[src/rtl/calc_seq.sv]
// Calculator operation sequencer: key tokens in, ALU operands out, result to display.
// Optional CALC_OVF_TRAP_EN: an overflowing result breaks the chain and clears A.
module calc_seq (
    input  logic       clk,
    input  logic       rst_n,
    input  logic       key_valid,
    output logic       key_ready,
    input  logic [1:0] key_type,
    input  logic [7:0] key_data,
    output logic [7:0] alu_a,
    output logic [7:0] alu_b,
    output logic [1:0] alu_op,
    input  logic [7:0] alu_result,
    input  logic       alu_zero,
    input  logic       alu_overflow,
    output logic       disp_valid,
    input  logic       disp_ready,
    output logic [7:0] disp_value,
    output logic       disp_zero,
    output logic       disp_ovf,
    output logic       seq_err,
    output logic       busy
);

    localparam logic [2:0] IDLE   = 3'd0;
    localparam logic [2:0] GOT_A  = 3'd1;
    localparam logic [2:0] GOT_OP = 3'd2;
    localparam logic [2:0] EXEC   = 3'd3;
    localparam logic [2:0] SHOW   = 3'd4;

    localparam logic [1:0] T_OPND  = 2'b00;
    localparam logic [1:0] T_OPER  = 2'b01;
    localparam logic [1:0] T_CLEAR = 2'b10;
    localparam logic [1:0] T_RSVD  = 2'b11;

    logic [2:0] state;
    logic       take;

    assign key_ready  = (state == IDLE) || (state == GOT_A) || (state == GOT_OP);
    assign busy       = (state == EXEC) || (state == SHOW);
    assign disp_valid = (state == SHOW);
    assign take       = key_valid & key_ready;

    always_ff @(posedge clk or negedge rst_n) begin
        if (!rst_n) begin
            state      <= IDLE;
            alu_a      <= '0;
            alu_b      <= '0;
            alu_op     <= '0;
            disp_value <= '0;
            disp_zero  <= 1'b0;
            disp_ovf   <= 1'b0;
            seq_err    <= 1'b0;
        end else begin
            case (state)
                IDLE, GOT_A, GOT_OP: begin
                    if (take) begin
                        unique case (key_type)
                            T_OPND: begin
                                if (state == GOT_OP) begin
                                    alu_b <= key_data;
                                    state <= EXEC;
                                end else begin
                                    alu_a <= key_data;
                                    state <= GOT_A;
                                end
                            end
                            T_OPER: begin
                                // An operator with no operand A is out of sequence
                                if (state == IDLE) begin
                                    seq_err <= 1'b1;
                                end else begin
                                    alu_op <= key_data[1:0];
                                    state  <= GOT_OP;
                                end
                            end
                            T_CLEAR: begin
                                alu_a      <= '0;
                                alu_b      <= '0;
                                alu_op     <= '0;
                                disp_value <= '0;
                                disp_zero  <= 1'b0;
                                disp_ovf   <= 1'b0;
                                seq_err    <= 1'b0;
                                state      <= IDLE;
                            end
                            T_RSVD: begin
                            end
                        endcase
                    end
                end
                EXEC: begin
                    disp_value <= alu_result;
                    alu_a      <= alu_result;
                    disp_zero  <= alu_zero;
                    disp_ovf   <= alu_overflow & ~alu_op[1];
                    state      <= SHOW;
                end
                SHOW: begin
                    if (disp_ready) begin
`ifdef CALC_OVF_TRAP_EN
                        if (disp_ovf) begin
                            alu_a <= '0;
                            state <= IDLE;
                        end else begin
                            state <= GOT_A;
                        end
`else
                        state <= GOT_A;
`endif
                    end
                end
                default: state <= IDLE;
            endcase
        end
    end

endmodule

[config.mk]
export PLATFORM = sky130hd
export DESIGN_NAME = calc_seq
export DESIGN_NICKNAME = d
export VERILOG_FILES = /design/src/rtl/calc_seq.sv
export SDC_FILE = /design/constraint.sdc
export NUM_CORES = 1
export LEC_CHECK = 0
export BUFFER_PORTS_ARGS = -buffer_cell sky130_fd_sc_hd__buf_2
export CORE_ASPECT_RATIO = 1.5
export CORE_UTILIZATION = 49
export CTS_CLUSTER_DIAMETER = 80
export DETAILED_ROUTE_END_ITERATION = 8
export PLACE_DENSITY = 0.81
export SLEW_MARGIN = 5
export SYNTH_ARGS = -nofsm -noshare
export SYNTH_HDL_FRONTEND = slang
export SYNTH_SLANG_ARGS = --single-unit
[constraint.sdc]
create_clock -name clk -period 1.8 [get_ports clk]
set_input_delay 0.36 -clock clk [delete_from_list [all_inputs] [get_ports clk]]
set_output_delay 0.36 -clock clk [all_outputs]
set_load 0.01 [all_outputs]
**Word level (Yosys, flattened, before mapping)**

Cells that the tools add are included.

- Register bits after elaboration: 32
- Input bits: 24
- Output and inout port bits: 32
- Word-level logic and storage cells: 65

- Eq/ne operators: 16
- Multiplexer cells: 23
- Bitwise logic cells: 3
- Reductions and logical operators: 15

Operators by type and width:

| kind | number |
|---|---|
| 8-bit one-hot mux with 2 select lines | 4 |
| 8-bit two-way mux | 5 |
| 4-bit AND reduction | 5 |
| 3-bit one-hot mux with 3 select lines | 2 |
| 3-bit two-way mux | 3 |
| 2-bit != test (second input constant) | 4 |
| 3-bit by 2-bit equality test with 1-bit output (second input constant) | 2 |
| 3-bit != test (second input constant) | 2 |
| 1-bit one-hot mux with 2 select lines | 3 |
| 2-bit nonzero test | 3 |
| 2-bit two-way mux | 2 |
| 2-bit by 1-bit != test with 1-bit output (second input constant) | 2 |
| 4-bit by 1-bit != test with 1-bit output (second input constant) | 1 |
| 2-bit one-hot mux with 2 select lines | 1 |
| 3-bit by 1-bit equality test with 1-bit output (second input constant) | 1 |
| 3-bit equality test (second input constant) | 1 |
| 3-bit logical NOT | 1 |
| 1-bit logical OR | 3 |
| 1-bit two-way mux | 3 |
| 3-bit by 1-bit != test with 1-bit output (second input constant) | 1 |
| 3-bit AND reduction | 1 |
| 3-bit OR reduction | 1 |
| 1-bit AND | 2 |
| 2-bit by 1-bit equality test with 1-bit output (second input constant) | 1 |
| other kinds (3) | 3 |

**Longest topological paths before layout**

- Word-level depth: 6
- Gate-level depth with buffers: 8
- Mapped depth without buffers: 6

**Worst setup path after synthesis**

OpenSTA, ideal clock, no wires.

- Path type: input port to flip-flop
- Start: in key_type[0]
- End: reg alu_a[0]
- Data arrival time: 1.506 ns
- Path slack: 0.170 ns
- Cell stages on the path: 6
- Path buffers: 0
- Path through: inv_1 ha_1 nor2b_1 o21ai_0 nand2_2 mux2_2

- Word-level cells in the longest chain between the ends: 4
- Elaborated cells on any way between the ends: 8
- Those cells by class: eq/ne: 3; mux: 3; reduce/logical: 2

Ends and longest elaborated chain:

| element | RTL line | text |
|---|---|---|
| from (decl) | 8 | `input logic [1:0] key_type,` |
| 2-bit equality test / 2-bit logical NOT (equally long branches) | 58 | `unique case (key_type)` |
| 8-bit one-hot mux with 2 select lines | 58 |  |
| 8-bit two-way mux | 57 | `if (take) begin` |
| 8-bit one-hot mux with 2 select lines | 55 | `case (state)` |
| to (signal assigned) | 64 | `alu_a <= key_data;` |
| to (signal assigned) | 94 | `alu_a <= alu_result;` |
| to (decl) | 10 | `output logic [7:0] alu_a,` |

Several ways; a longest one is shown, not always the timed one. The select of a mux whose other input is x is not followed.
A chain may end at the register's enable or synchronous reset.

**Worst setup path after layout**

- Start: reg state[2]
- End: out busy

- Word-level cells in the longest chain between the ends: 2
- Elaborated cells on any way between the ends: 3
- Those cells by class: eq/ne: 2; reduce/logical: 1

Ends and longest elaborated chain:

| element | RTL line | text |
|---|---|---|
| from (decl) | 36 | `logic [2:0] state;` |
| from (signal assigned) | 46 | `state <= IDLE;` |
| from (signal assigned) | 62 | `state <= EXEC;` |
| from (signal assigned) | 65 | `state <= GOT_A;` |
| 3-bit by 2-bit equality test with 1-bit output / 3-bit equality test (equally long branches) | 40 | `assign busy = (state == EXEC) \|\| (state == SHOW);` |
| 1-bit logical OR (*) | 40 |  |
| to (decl) | 22 | `output logic busy` |

Every way passes the cells marked *; elsewhere a longest branch is shown, timed or not.

==> flow_summary.json <==
{
  "clock_skew_ns": 0.00753,
  "crit_fanout": 9,
  "ys_top_cells_by_area": "dfrtp_1 50%, mux2_2 9.8%, mux2i_1 6.8%",
  "wl_per_cell_um": 15.8,
  "vias_per_cell": 5.35,
  "final_cell_mix": "55 x buf_2, 30 x dfrtp_1, 14 x mux2_2",
  "grt_pass1_vias": 1351,
  "clock_sinks": 32,
  "synth.avg_cell_area_um2": 11.3,
  "cts_root_buffer": "clkbuf_8",
  "drcViolationCount": 0,
  "end_kind": "output port",
  "antenna_cells": 0,
  "via_count": 1326,
  "cts_buffer_depth": 2,
  "setup_ws_ns": 0.0678,
  "drt_wl_total_mm": 3.91,
  "cp_slowest_stage_delay_ns": 0.51,
  "worst_ep_arrival_time_ns": 1.37,
  "start_kind": "flip-flop",
  "grt_antenna_before_repair": 0,
  "critical_path.cell_chain": "or2_2 > nand2_1 > buf_2",
  "p_seq_share_pct": 40.8,
  "switching_share_pct": 34.4,
  "final_cells": 248,
  "hold_viol": 0,
  "rsz0062_at_grt": "no",
  "dp_slack_ns": -0.0935,
  "die_w_um": 48.8,
  "slew_violations": 0,
  "min-delay-path-class": "in2async",
  "status": "completed",
  "finalCriticalPeriod_ns": 1.73,
  "worst-setup-path-type": "reg2out",
  "rows": 25,
  "track_usage_pct": 25.1,
  "clk_latency_ns": 0.29,
  "synth_cell_type_count": 31,
  "syn_to_final_growth_pct": 28.4,
  "layout.nets": 234,
  "fin_hold_ws_ns": 0.118,
  "initialDrtViolationCount": 41,
  "netlist.area_leader.share_pct": 49.7,
  "max-cap-violations": 0,
  "power_density_nw_per_um2": 1460,
  "synth.largest_area_cell": "dfrtp_1",
  "required_ns": 1.44,
  "dp_hpwl_mm": 3.01,
  "synth_seq_cells": 32,
  "placedCellCount": 238,
  "die_area_um2": 3520,
  "final_antenna_net_count": 0,
  "slowest_stage": "dfrtp_1",
  "p_int_mw": 1.98,
  "p_comb_share_pct": 37.1,
  "grt_max_degree": 33,
  "timing.slew.headroom_pct": 52.9,
  "cts_tree": "done",
  "p_clk_share_pct": 22.1,
  "rrSetupSlack_ns": 0.11,
  "clkTransAtPathRegs_ns": 0.07,
  "fmax_ghz": 0.577,
  "numCtsBuffers": 5,
  "core_um2": 3130,
  "syn_inst": 142,
  "ir_drop_mv": 0.922,
  "power_mw": 3.02,
  "crit_end": "busy",
  "start_util_pct": 51.5,
  "gp_congestion": 0.888,
  "timing.rr.start": "state[2]",
  "finalCritPeriodShare_pct": 96.2,
  "cts.htree.levels": 2,
  "filler_cell_count": 263,
  "syn_nets": 169,
  "fp.dieH_um": 72.2,
  "finalSetupViolCount": 0,
  "place_area_um2": 1940,
  "final_common_cell": "buf_2",
  "p_leak_nw": 1.09,
  "final_area_um2": 2070,
  "seq_area_frac_synth_pct": 49.7,
  "power_switching_mw": 1.04,
  "worstReg2RegEnd": "alu_op[1]",
  "seq_area_um2": 803,
  "port_buffers": 55,
  "multi_input_area_um2": 708,
  "first_pass_iters": 4,
  "syn_area_um2": 1610,
  "drive_above_1_share_pct": 49.5,
  "worstMarginPinSlew_ns": 0.706,
  "grt_pass1_wl_mm": 6.39,
  "yosys_warnings": 0,
  "worstRegToRegCells": 4,
  "io_pins": 56,
  "critPathLaunch": "state[2]",
  "gr-total-overflow": 0
}
==> critical path, delay by kind of cell, from the launching register on <==
kind | cells | cell delay (ns)
buffers and inverters | 1 | 0.12
DFF | 1 | 0.51
and+or+nand+nor | 2 | 0.45
==> power groups by stage <==
stage / Combinational (mW) / Sequential, mW / Clock [mW]
global route: 1.22 / 1.26 / 0.708
floorplan: 0.548 / 1.31 / 0
finish: 1.12 / 1.23 / 0.667
CTS: 1.09 / 1.23 / 0.678
global placement: 1.03 / 1.21 / 0
detailed placement: 1.09 / 1.23 / 0
==> synthesized netlist by cell type (all sizes together) <==
cell / number
nand3: 1
o21ai: 10
a211oi: 1
nor3b: 1
and2b: 6
inv: 11
clkbuf: 2
nand2b: 2
and3b: 1
nor2: 4
ha: 3
mux2: 14
o32a: 1
dfrtp: 32
a21o: 1
mux2i: 11
a31oi: 1
nor3: 2
buf: 6
a22o: 7
a21oi: 3
nor2b: 5
a32o: 1
or2: 1
nand2: 15
==> layout make-up <==
type / count / area share, %
flip-flops and latches: 32 / 38.8
multi-input cells: 91 / 34.2
repair buffers: 66 / 17.3
clock buffers: 6 / 3.51
well taps: 40 / 2.42
inverters: 11 / 2.00
clock inverters: 2 / 1.69
==> worst min path at each step <==
stage                     startpoint             to  depth (start not counted)
after floorplan                rst_n       alu_a[0]                          0
after global placement         rst_n       state[2]                          1
after detailed placement       rst_n  disp_value[6]                          1
after CTS                      rst_n       alu_b[0]                          1
after global routing           rst_n       alu_b[7]                          1
final                          rst_n       alu_b[7]                          1
==> registers in the layout, indices dropped and copies added (netlist names) <==
signal / cells
alu_b: 8
alu_op: 2
disp_zero: 1
state: 3
disp_ovf: 1
alu_a: 8
seq_err: 1
disp_value: 8
==> routing by layer <==
layer / global-route usage, % / part of all wire (%)
met2: 44.6 / 55
met5: 0 / 0
met1: 26.1 / 37
met3: 7.13 / 4.8
met4: 15.0 / 3.0
==> stage by stage <==
stage,setup TNS [ns],utilization [%]
6_report,0,66.1
5_1_grt,0,66.1
4_1_cts,0,65.5
3_5_place_dp,-0.654,62.0
3_3_place_gp,0,62.0
2_1_floorplan,0,-
==> cells by family after synthesis <==
family	Yosys count	synth area share (%)
AOI/OAI and AO/OA	25	10.5
adders and majority gates	3	2.33
buffers and inverters	19	6.60
DFF	32	49.7
muxes	25	16.6
and+or+nand+nor	38	14.2
==> what timing repair did <==
item                                    4_1_cts  5_1_grt
hold buffers                                  0        0
setup buffers                                 0        2
endpoints found under the setup margin        1        2
cloned                                        0        0
gates resized for setup                       2        2
No activity file was read; power rests on OpenSTA's default activity.
